**src/rtl/load_store_unit.sv**
```systemverilog
// Load/store unit: byte/half/word loads with sign or zero extension and
// sub-word stores by read-modify-write against a word-wide memory.
// Optional misalignment trap (ERR path) enabled by `define LSU_MISALIGN_TRAP_EN.
module load_store_unit #(
    parameter int DATA_WIDTH = 32
) (
    input  logic                  clk,
    input  logic                  reset,
    input  logic                  Req_Valid_i,
    output logic                  Req_Ready_o,
    input  logic                  Req_Write_i,
    input  logic [1:0]            Req_Size_i,
    input  logic                  Req_Unsigned_i,
    input  logic [DATA_WIDTH-1:0] Req_Address_i,
    input  logic [DATA_WIDTH-1:0] Req_Data_i,
    output logic                  Rsp_Valid_o,
    output logic [DATA_WIDTH-1:0] Rsp_Data_o,
    output logic                  Misaligned_o,
    output logic                  Mem_Read_o,
    output logic                  Mem_Write_o,
    output logic [DATA_WIDTH-1:0] Mem_Address_o,
    output logic [DATA_WIDTH-1:0] Mem_Write_Data_o,
    input  logic [DATA_WIDTH-1:0] Mem_Read_Data_i
);

    localparam logic [1:0] SZ_BYTE = 2'b00;
    localparam logic [1:0] SZ_HALF = 2'b01;
    localparam logic [1:0] SZ_WORD = 2'b10;
    localparam logic [1:0] SZ_ILL  = 2'b11;

    typedef enum logic [2:0] {
        IDLE,
        LOAD,
        RMW_READ,
        STORE,
        RESP
`ifdef LSU_MISALIGN_TRAP_EN
        , ERR
`endif
    } state_t;

    // Pick the addressed lane out of a memory word and extend it.
    function automatic logic [DATA_WIDTH-1:0] f_extract(
        input logic [DATA_WIDTH-1:0] word,
        input logic [1:0]            off,
        input logic [1:0]            size,
        input logic                  uns
    );
        logic [7:0]  b;
        logic [15:0] h;
        b = word[{off, 3'b000} +: 8];
        h = off[1] ? word[31:16] : word[15:0];
        case (size)
            SZ_BYTE: f_extract = {{(DATA_WIDTH-8){~uns & b[7]}}, b};
            SZ_HALF: f_extract = {{(DATA_WIDTH-16){~uns & h[15]}}, h};
            default: f_extract = word;
        endcase
    endfunction

    // Replace the addressed lane of a memory word with right-aligned store data.
    function automatic logic [DATA_WIDTH-1:0] f_merge(
        input logic [DATA_WIDTH-1:0] word,
        input logic [1:0]            off,
        input logic [1:0]            size,
        input logic [DATA_WIDTH-1:0] data
    );
        logic [DATA_WIDTH-1:0] m;
        m = word;
        case (size)
            SZ_BYTE: m[{off, 3'b000} +: 8] = data[7:0];
            SZ_HALF: begin
                if (off[1]) m[31:16] = data[15:0];
                else        m[15:0]  = data[15:0];
            end
            default: m = data;
        endcase
        f_merge = m;
    endfunction

    state_t                r_state;
    logic                  r_ready;
    logic                  r_rsp_valid;
    logic [DATA_WIDTH-1:0] r_rsp_data;
    logic                  r_mem_read;
    logic                  r_mem_write;
    logic [DATA_WIDTH-1:0] r_mem_addr;
    logic [DATA_WIDTH-1:0] r_mem_wdata;
    logic                  r_write;
    logic [1:0]            r_size;
    logic                  r_uns;
    logic [DATA_WIDTH-1:0] r_addr;
    logic [DATA_WIDTH-1:0] r_data;

    logic [1:0]            w_size_eff;
    logic [DATA_WIDTH-1:0] w_addr_eff;
    logic [DATA_WIDTH-1:0] w_load_ext;
    logic [DATA_WIDTH-1:0] w_merged;

`ifdef LSU_MISALIGN_TRAP_EN
    logic r_misaligned;
    logic w_misaligned;

    assign w_size_eff   = Req_Size_i;
    assign w_addr_eff   = Req_Address_i;
    assign w_misaligned = (Req_Size_i == SZ_HALF && Req_Address_i[0])
                       || (Req_Size_i == SZ_WORD && |Req_Address_i[1:0])
                       || (Req_Size_i == SZ_ILL);
`else
    // No trap: illegal size behaves as word, offending low address bits drop.
    assign w_size_eff = (Req_Size_i == SZ_ILL) ? SZ_WORD : Req_Size_i;

    always_comb begin
        w_addr_eff = Req_Address_i;
        if (w_size_eff == SZ_HALF)      w_addr_eff[0]   = 1'b0;
        else if (w_size_eff == SZ_WORD) w_addr_eff[1:0] = 2'b00;
    end
`endif

    assign w_load_ext = f_extract(Mem_Read_Data_i, r_addr[1:0], r_size, r_uns);
    assign w_merged   = f_merge(Mem_Read_Data_i, r_addr[1:0], r_size, r_data);

    always_ff @(posedge clk or negedge reset) begin
        if (!reset) begin
            r_state     <= IDLE;
            r_ready     <= 1'b1;
            r_rsp_valid <= 1'b0;
            r_rsp_data  <= '0;
            r_mem_read  <= 1'b0;
            r_mem_write <= 1'b0;
            r_mem_addr  <= '0;
            r_mem_wdata <= '0;
            r_write     <= 1'b0;
            r_size      <= SZ_BYTE;
            r_uns       <= 1'b0;
            r_addr      <= '0;
            r_data      <= '0;
`ifdef LSU_MISALIGN_TRAP_EN
            r_misaligned <= 1'b0;
`endif
        end else begin
            // Every output is a one-state pulse; default them low each cycle.
            r_rsp_valid <= 1'b0;
            r_rsp_data  <= '0;
            r_mem_read  <= 1'b0;
            r_mem_write <= 1'b0;
            r_mem_addr  <= '0;
            r_mem_wdata <= '0;
`ifdef LSU_MISALIGN_TRAP_EN
            r_misaligned <= 1'b0;
`endif
            case (r_state)
                IDLE: begin
                    if (Req_Valid_i) begin
                        r_ready <= 1'b0;
                        r_write <= Req_Write_i;
                        r_size  <= w_size_eff;
                        r_uns   <= Req_Unsigned_i;
                        r_addr  <= w_addr_eff;
                        r_data  <= Req_Data_i;
`ifdef LSU_MISALIGN_TRAP_EN
                        if (w_misaligned) begin
                            r_state      <= ERR;
                            r_rsp_valid  <= 1'b1;
                            r_misaligned <= 1'b1;
                        end else
`endif
                        if (!Req_Write_i) begin
                            r_state    <= LOAD;
                            r_mem_read <= 1'b1;
                            r_mem_addr <= {w_addr_eff[DATA_WIDTH-1:2], 2'b00};
                        end else if (w_size_eff == SZ_WORD) begin
                            r_state     <= STORE;
                            r_mem_write <= 1'b1;
                            r_mem_addr  <= {w_addr_eff[DATA_WIDTH-1:2], 2'b00};
                            r_mem_wdata <= Req_Data_i;
                        end else begin
                            r_state    <= RMW_READ;
                            r_mem_read <= 1'b1;
                            r_mem_addr <= {w_addr_eff[DATA_WIDTH-1:2], 2'b00};
                        end
                    end
                end
                LOAD: begin
                    r_state     <= RESP;
                    r_rsp_valid <= 1'b1;
                    r_rsp_data  <= r_write ? '0 : w_load_ext;
                end
                RMW_READ: begin
                    r_state     <= STORE;
                    r_mem_write <= 1'b1;
                    r_mem_addr  <= {r_addr[DATA_WIDTH-1:2], 2'b00};
                    r_mem_wdata <= w_merged;
                end
                STORE: begin
                    r_state     <= RESP;
                    r_rsp_valid <= 1'b1;
                end
                RESP: begin
                    r_state <= IDLE;
                    r_ready <= 1'b1;
                end
`ifdef LSU_MISALIGN_TRAP_EN
                ERR: begin
                    r_state <= IDLE;
                    r_ready <= 1'b1;
                end
`endif
                default: begin
                    r_state <= IDLE;
                    r_ready <= 1'b1;
                end
            endcase
        end
    end

    assign Req_Ready_o      = r_ready;
    assign Rsp_Valid_o      = r_rsp_valid;
    assign Rsp_Data_o       = r_rsp_data;
    assign Mem_Read_o       = r_mem_read;
    assign Mem_Write_o      = r_mem_write;
    assign Mem_Address_o    = r_mem_addr;
    assign Mem_Write_Data_o = r_mem_wdata;
`ifdef LSU_MISALIGN_TRAP_EN
    assign Misaligned_o = r_misaligned;
`else
    assign Misaligned_o = 1'b0;
`endif

endmodule

```
**config.mk**
```make
export PLATFORM = sky130hd
export DESIGN_NAME = load_store_unit
export DESIGN_NICKNAME = d
export VERILOG_FILES = /design/src/rtl/load_store_unit.sv
export SDC_FILE = /design/constraint.sdc
export NUM_CORES = 1
export LEC_CHECK = 0
export ABC_AREA = 0
export CAP_MARGIN = 20
export CORE_ASPECT_RATIO = 1.25
export CORE_UTILIZATION = 57
export CTS_BUF_LIST = sky130_fd_sc_hd__clkbuf_16
export CTS_CLUSTER_SIZE = 24
export DETAILED_ROUTE_END_ITERATION = 6
export DONT_BUFFER_PORTS = 1
export HOLD_SLACK_MARGIN = 0.03
export PLACE_DENSITY = 0.83
export SETUP_SLACK_MARGIN = 0.05
export SLEW_MARGIN = 20
export SYNTH_ARGS = -nofsm -noshare
export SYNTH_HDL_FRONTEND = slang
export SYNTH_SLANG_ARGS = --single-unit
```
**constraint.sdc**
```tcl
create_clock -name clk -period 2.45 [get_ports clk]
set_input_delay 0.49 -clock clk [delete_from_list [all_inputs] [get_ports clk]]
set_output_delay 0.49 -clock clk [all_outputs]
set_load 0.005 [all_outputs]
```
# Word-level counts from Yosys, hierarchy flattened
# Cells that the tools add are included.
# totals
in_bits,103
register_bits,171
out_inout_bits,101
# classes
bitwise,4
n_shift,3
n_mux,33
eq_ne,8
reduce_logical,6
n_addsub,1
# op_table
operator,count
$pmux 32 s2,4
$mux 32,6
$mux 16,3
$bwmux 32,1
$shift 8x7->32 const A,1
$shiftx 32x6->8,1
$shiftx 8x7->32,1
$mux 1,12
$pmux 3 s3,1
$neg 5->7,1
$eq 3x2->1 const B,2
$mux 2,3
$eq 2x1->1 const B,2
$eq 2x2->1 const B,2
$pmux 1 s2,2
$reduce_and 2->1,2
$eq 3x1->1 const B,1
$logic_not 3->1,1
$mux 3,1
$reduce_or 3->1,1
$and 1x1->1,2
$logic_not 2->1,1
$ne 2x2->1 const B,1
$not 1->1,2
$reduce_or 2->1,1

# Longest topological paths before layout
# logic_depth
word_depth,7
mapped_depth,9
ltp_nobuf,6

# Worst setup path after synthesis
# OpenSTA, ideal clock, no wires.
# synth_timing
kind,register to register
from,reg r_addr[1]
to,"reg r_mem_wdata[0], in the netlist Mem_Write_Data_o[0]"
arrival_ns,2.278
setup_slack_ns,0.103
n_path_buf,3
t_required_ns,2.381
stages_incl_launch_ff,10
path_cell_list,dfrtp_1 buf_4 buf_2 inv_1 buf_2 ha_1 clkinv_1 o31ai_1 o2bb2ai_1 a32o_1
# synth_via
elab_chain_len,5
# synth_lines
element,line_no,source
start: declaration,91,logic [DATA_WIDTH-1:0] r_addr;
start signal: assignment,158,r_addr <= w_addr_eff;
$neg 5->7,70,"SZ_BYTE: m[{off, 3'b000} +: 8] = data[7:0];"
$shiftx 8x7->32 / $shift 8x7->32 (equally long branches),70,
$bwmux 32,70,
$pmux 32 s2 (*),69,case (size)
$pmux 32 s2 (*),151,case (r_state)
end signal: assignment,175,r_mem_wdata <= Req_Data_i;
end signal: assignment,192,r_mem_wdata <= w_merged;
end: declaration,87,logic [DATA_WIDTH-1:0] r_mem_wdata;
# Mark *: on every way between the ends. The rest lies on a longest branch, timed or not.
# A chain may end at the register's enable or synchronous reset.

# Worst setup path after layout
# layout_timing
from,reg r_state[0]
to,"reg r_mem_wdata[15], in the netlist Mem_Write_Data_o[15]"
# layout_via
elab_chain_len,2
# layout_lines
element,line_no,source
start: declaration,80,state_t r_state;
start signal: assignment,124,r_state <= IDLE;
start signal: assignment,168,r_state <= LOAD;
start signal: assignment,172,r_state <= STORE;
$eq 3x2->1 / $logic_not 3->1 (equally long branches),151,
$pmux 32 s2 (*),151,
# Marks and branches as above.

==> results.json <==
{
  "worstPathCellList": "or3b_1 > nor3_1 > and4_1 > a221o_1",
  "period_share_pct": 93.0,
  "violations": "hold timing",
  "synth_top_family_by_area": "compound AO/OA/AOI/OAI gates",
  "clockRootBuffer": "clkbuf_16",
  "grt_overflow": 0,
  "cp_num_buf_inv": 0,
  "clockBufferDepth": 2,
  "clk_transition_reported_paths_ns": 0.07,
  "grt_pass1_vias": 6218,
  "power_density_nw_per_um2": 1320,
  "drv_cap": 0,
  "relSlewSlack_pct": 30.4,
  "rsz0062_at_grt": "false",
  "io_pins": 204,
  "vias": 6069,
  "diodes": 0,
  "max_stage_delay_ns": 0.67,
  "synth_xor_area_share_pct": 0,
  "start_kind": "register",
  "cts_buffers": 17,
  "grt_util_all_layers_pct": 32.5,
  "min_path_type": "in2async",
  "hold-worst-slack_ns": -0.241,
  "die_area_um2": 13900,
  "synth_area_leader_cell": "dfrtp_1",
  "synth-adder-area-share_pct": 0.815,
  "synth-seq-area-share_pct": 55.1,
  "wl_per_cell_um": 23.8,
  "crit_required_ns": 2.80,
  "fp.dieW_um": 106,
  "setup_viol": 0,
  "io_buffers": 0,
  "synth_area_per_cell_um2": 10.2,
  "cts.sinks": 169,
  "hold_violations": 168,
  "syn_inst": 752,
  "dr.pass1.iters": 6,
  "clk_latency_ns": 0.42,
  "clock_power_share_pct": 23.8,
  "cts_setup_buffers": 0,
  "critical-path-top-delay-family": "simple AND/OR/NAND/NOR gates",
  "ys_ff_latch": 169,
  "synth_edf_count": 0,
  "yosys_warnings": 0,
  "dp_cells": 892,
  "critPathKind": "reg2reg",
  "max_freq_mhz": 439,
  "status": "finished, violations left",
  "synth.area.mux_share_pct": 5.23,
  "switching_share_pct": 38.6,
  "ctsResizeCount": 0,
  "synth.distinct_cells": 49,
  "synthTopCellsByArea": "dfrtp_1, nand2_1, o21ai_0",
  "p_int_w": 0.00679,
  "coreArea_um2": 13200,
  "die_h_um": 132,
  "drc_errors": 0,
  "finalCriticalPeriod_ns": 2.28,
  "synth_simple_gate_area_share_pct": 13.0,
  "drt-total-wl_um": 22000,
  "synth_compound_area_share_pct": 20.3,
  "vdd_ir_drop_max_mv": 0.706,
  "drt_iter0_markers": 628,
  "power.net_switching_w": 0.00427,
  "tritoncts": "done",
  "start_util_pct": 58.3,
  "rows": 47,
  "grt_start_max_net_pins": 170,
  "p_total_w": 0.0111,
  "combinationalPowerShare_pct": 33.4,
  "yosys.area.top_type_share_pct": 54.8,
  "antenna_found_initial": 0,
  "layout-drive-gt1-share_pct": 11.4,
  "vias_per_cell": 6.57,
  "finalClockSkew_ns": 0.00833,
  "ys.flop_type": "dfrtp_1",
  "dpl.hpwl_um": 15400,
  "p_leak_nw": 3.96,
  "place_congestion": 0.935,
  "ant_nets": 0,
  "final_common_cell": "dfrtp_1",
  "slowest_stage": "or3b_1",
  "syn2layout_area_growth_pct": 9.37,
  "path_max_fanout": 11,
  "drv_slew": 0,
  "critPathArrivalTime_ns": 2.63,
  "power_frac_seq_pct": 42.9,
  "most-common-layout-cells": "dfrtp_1, nand2_1, o21ai_0",
  "synthArstFlopShare_pct": 100,
  "grt_pass1_wl_um": 34200,
  "stdcell_count": 924,
  "nets": 848,
  "worst_pin_slew_ns": 1.04,
  "netlist_area_um2": 7680,
  "setup_tns_ns": 0,
  "crit_path_end_kind": "register",
  "cts_htree_levels": 4
}
[cell usage after synthesis, types with 16 or more instances]
cell type	instances
a21o_1	17
nor3_1	18
a21oi_1	24
nand2_1	134
a22oi_1	16
a221o_1	17
buf_2	17
nor2_1	32
o21ai_0	96
mux2_2	17
clkbuf_1	25
inv_1	36
dfrtp_1	168
[stage by stage]
step	hold WS [ns]	setup slack, ns	utilization (%)	instance area (µm²)
after floorplan	0.194	0.103	-	7680
after global placement	0.197	0.327	59.4	7820
after global routing	-0.259	0.108	63.7	8400
after CTS	-0.248	0.210	63.7	8400
final	-0.241	0.171	63.7	8400
after detailed placement	0.198	0.215	59.4	7820
[final timing paths]
kind | slack (ns) | end | cells after the start | start
worst max register to register | 0.17 | Mem_Write_Data_o[15] | 4 | r_state[0]
worst min-delay path | -0.24 | r_data[23] | 0 | reset
worst max-delay path | 0.17 | Mem_Write_Data_o[15] | 4 | r_state[0]
max in group asynchronous | 2.33 | Req_Ready_o | 0 | reset
worst min register to register | 0.48 | r_data[23] | 2 | r_data[23]
min in group clk | 0.16 | Mem_Read_o | 1 | Req_Write_i
[per-layer routing]
metal | routed length, µm | share of wire, % | GRT usage (%) | up-vias
met4 | 1160 | 5.2 | 17.7 | 0
met5 | 0 | 0 | 0 | -
li1 | - | - | - | 2641
met3 | 2660 | 12 | 11.7 | 79
met1 | 7700 | 35 | 37.5 | 2935
met2 | 10500 | 48 | 52.8 | 414
[cell type report]
type	instances	area, µm²
clock inverter	15	151
timing repair buffer	24	193
inverter	38	143
fill	1042	4780
multi-input combinational	490	3040
sequential	169	4230
clock buffer	17	425
tap	171	214
[power groups by stage]
| stage | Combinational, W | Clock (W) | Sequential [W] |
|---|---|---|---|
| 6_report | 0.00369 | 0.00263 | 0.00474 |
| 4_1_cts | 0.00364 | 0.00265 | 0.00473 |
| 2_1_floorplan | 0.00280 | 0 | 0.00441 |
| 3_5_place_dp | 0.00362 | 0 | 0.00476 |
| 3_3_place_gp | 0.00345 | 0 | 0.00473 |
| 5_1_grt | 0.00406 | 0.00277 | 0.00484 |
[registers in the layout, summed over array words and instances, names as in the netlist]
name              flops
Rsp_Data_o           32
r_write               1
Mem_Address_o        30
r_size                2
r_state               3
r_addr               32
r_uns                 1
Mem_Read_o            1
Rsp_Valid_o           1
Mem_Write_o           1
Mem_Write_Data_o     32
r_data               32
Req_Ready_o           1
[cell families after synthesis]
kind of cell,Yosys count
other,1
multiplexers,28
AND/OR/NAND/NOR,219
flip-flops,169
AO/OA/AOI/OAI,235
buffers and inverters,95
adder cells (fa/ha/maj),5
No activity file was read; power rests on OpenSTA's default activity.
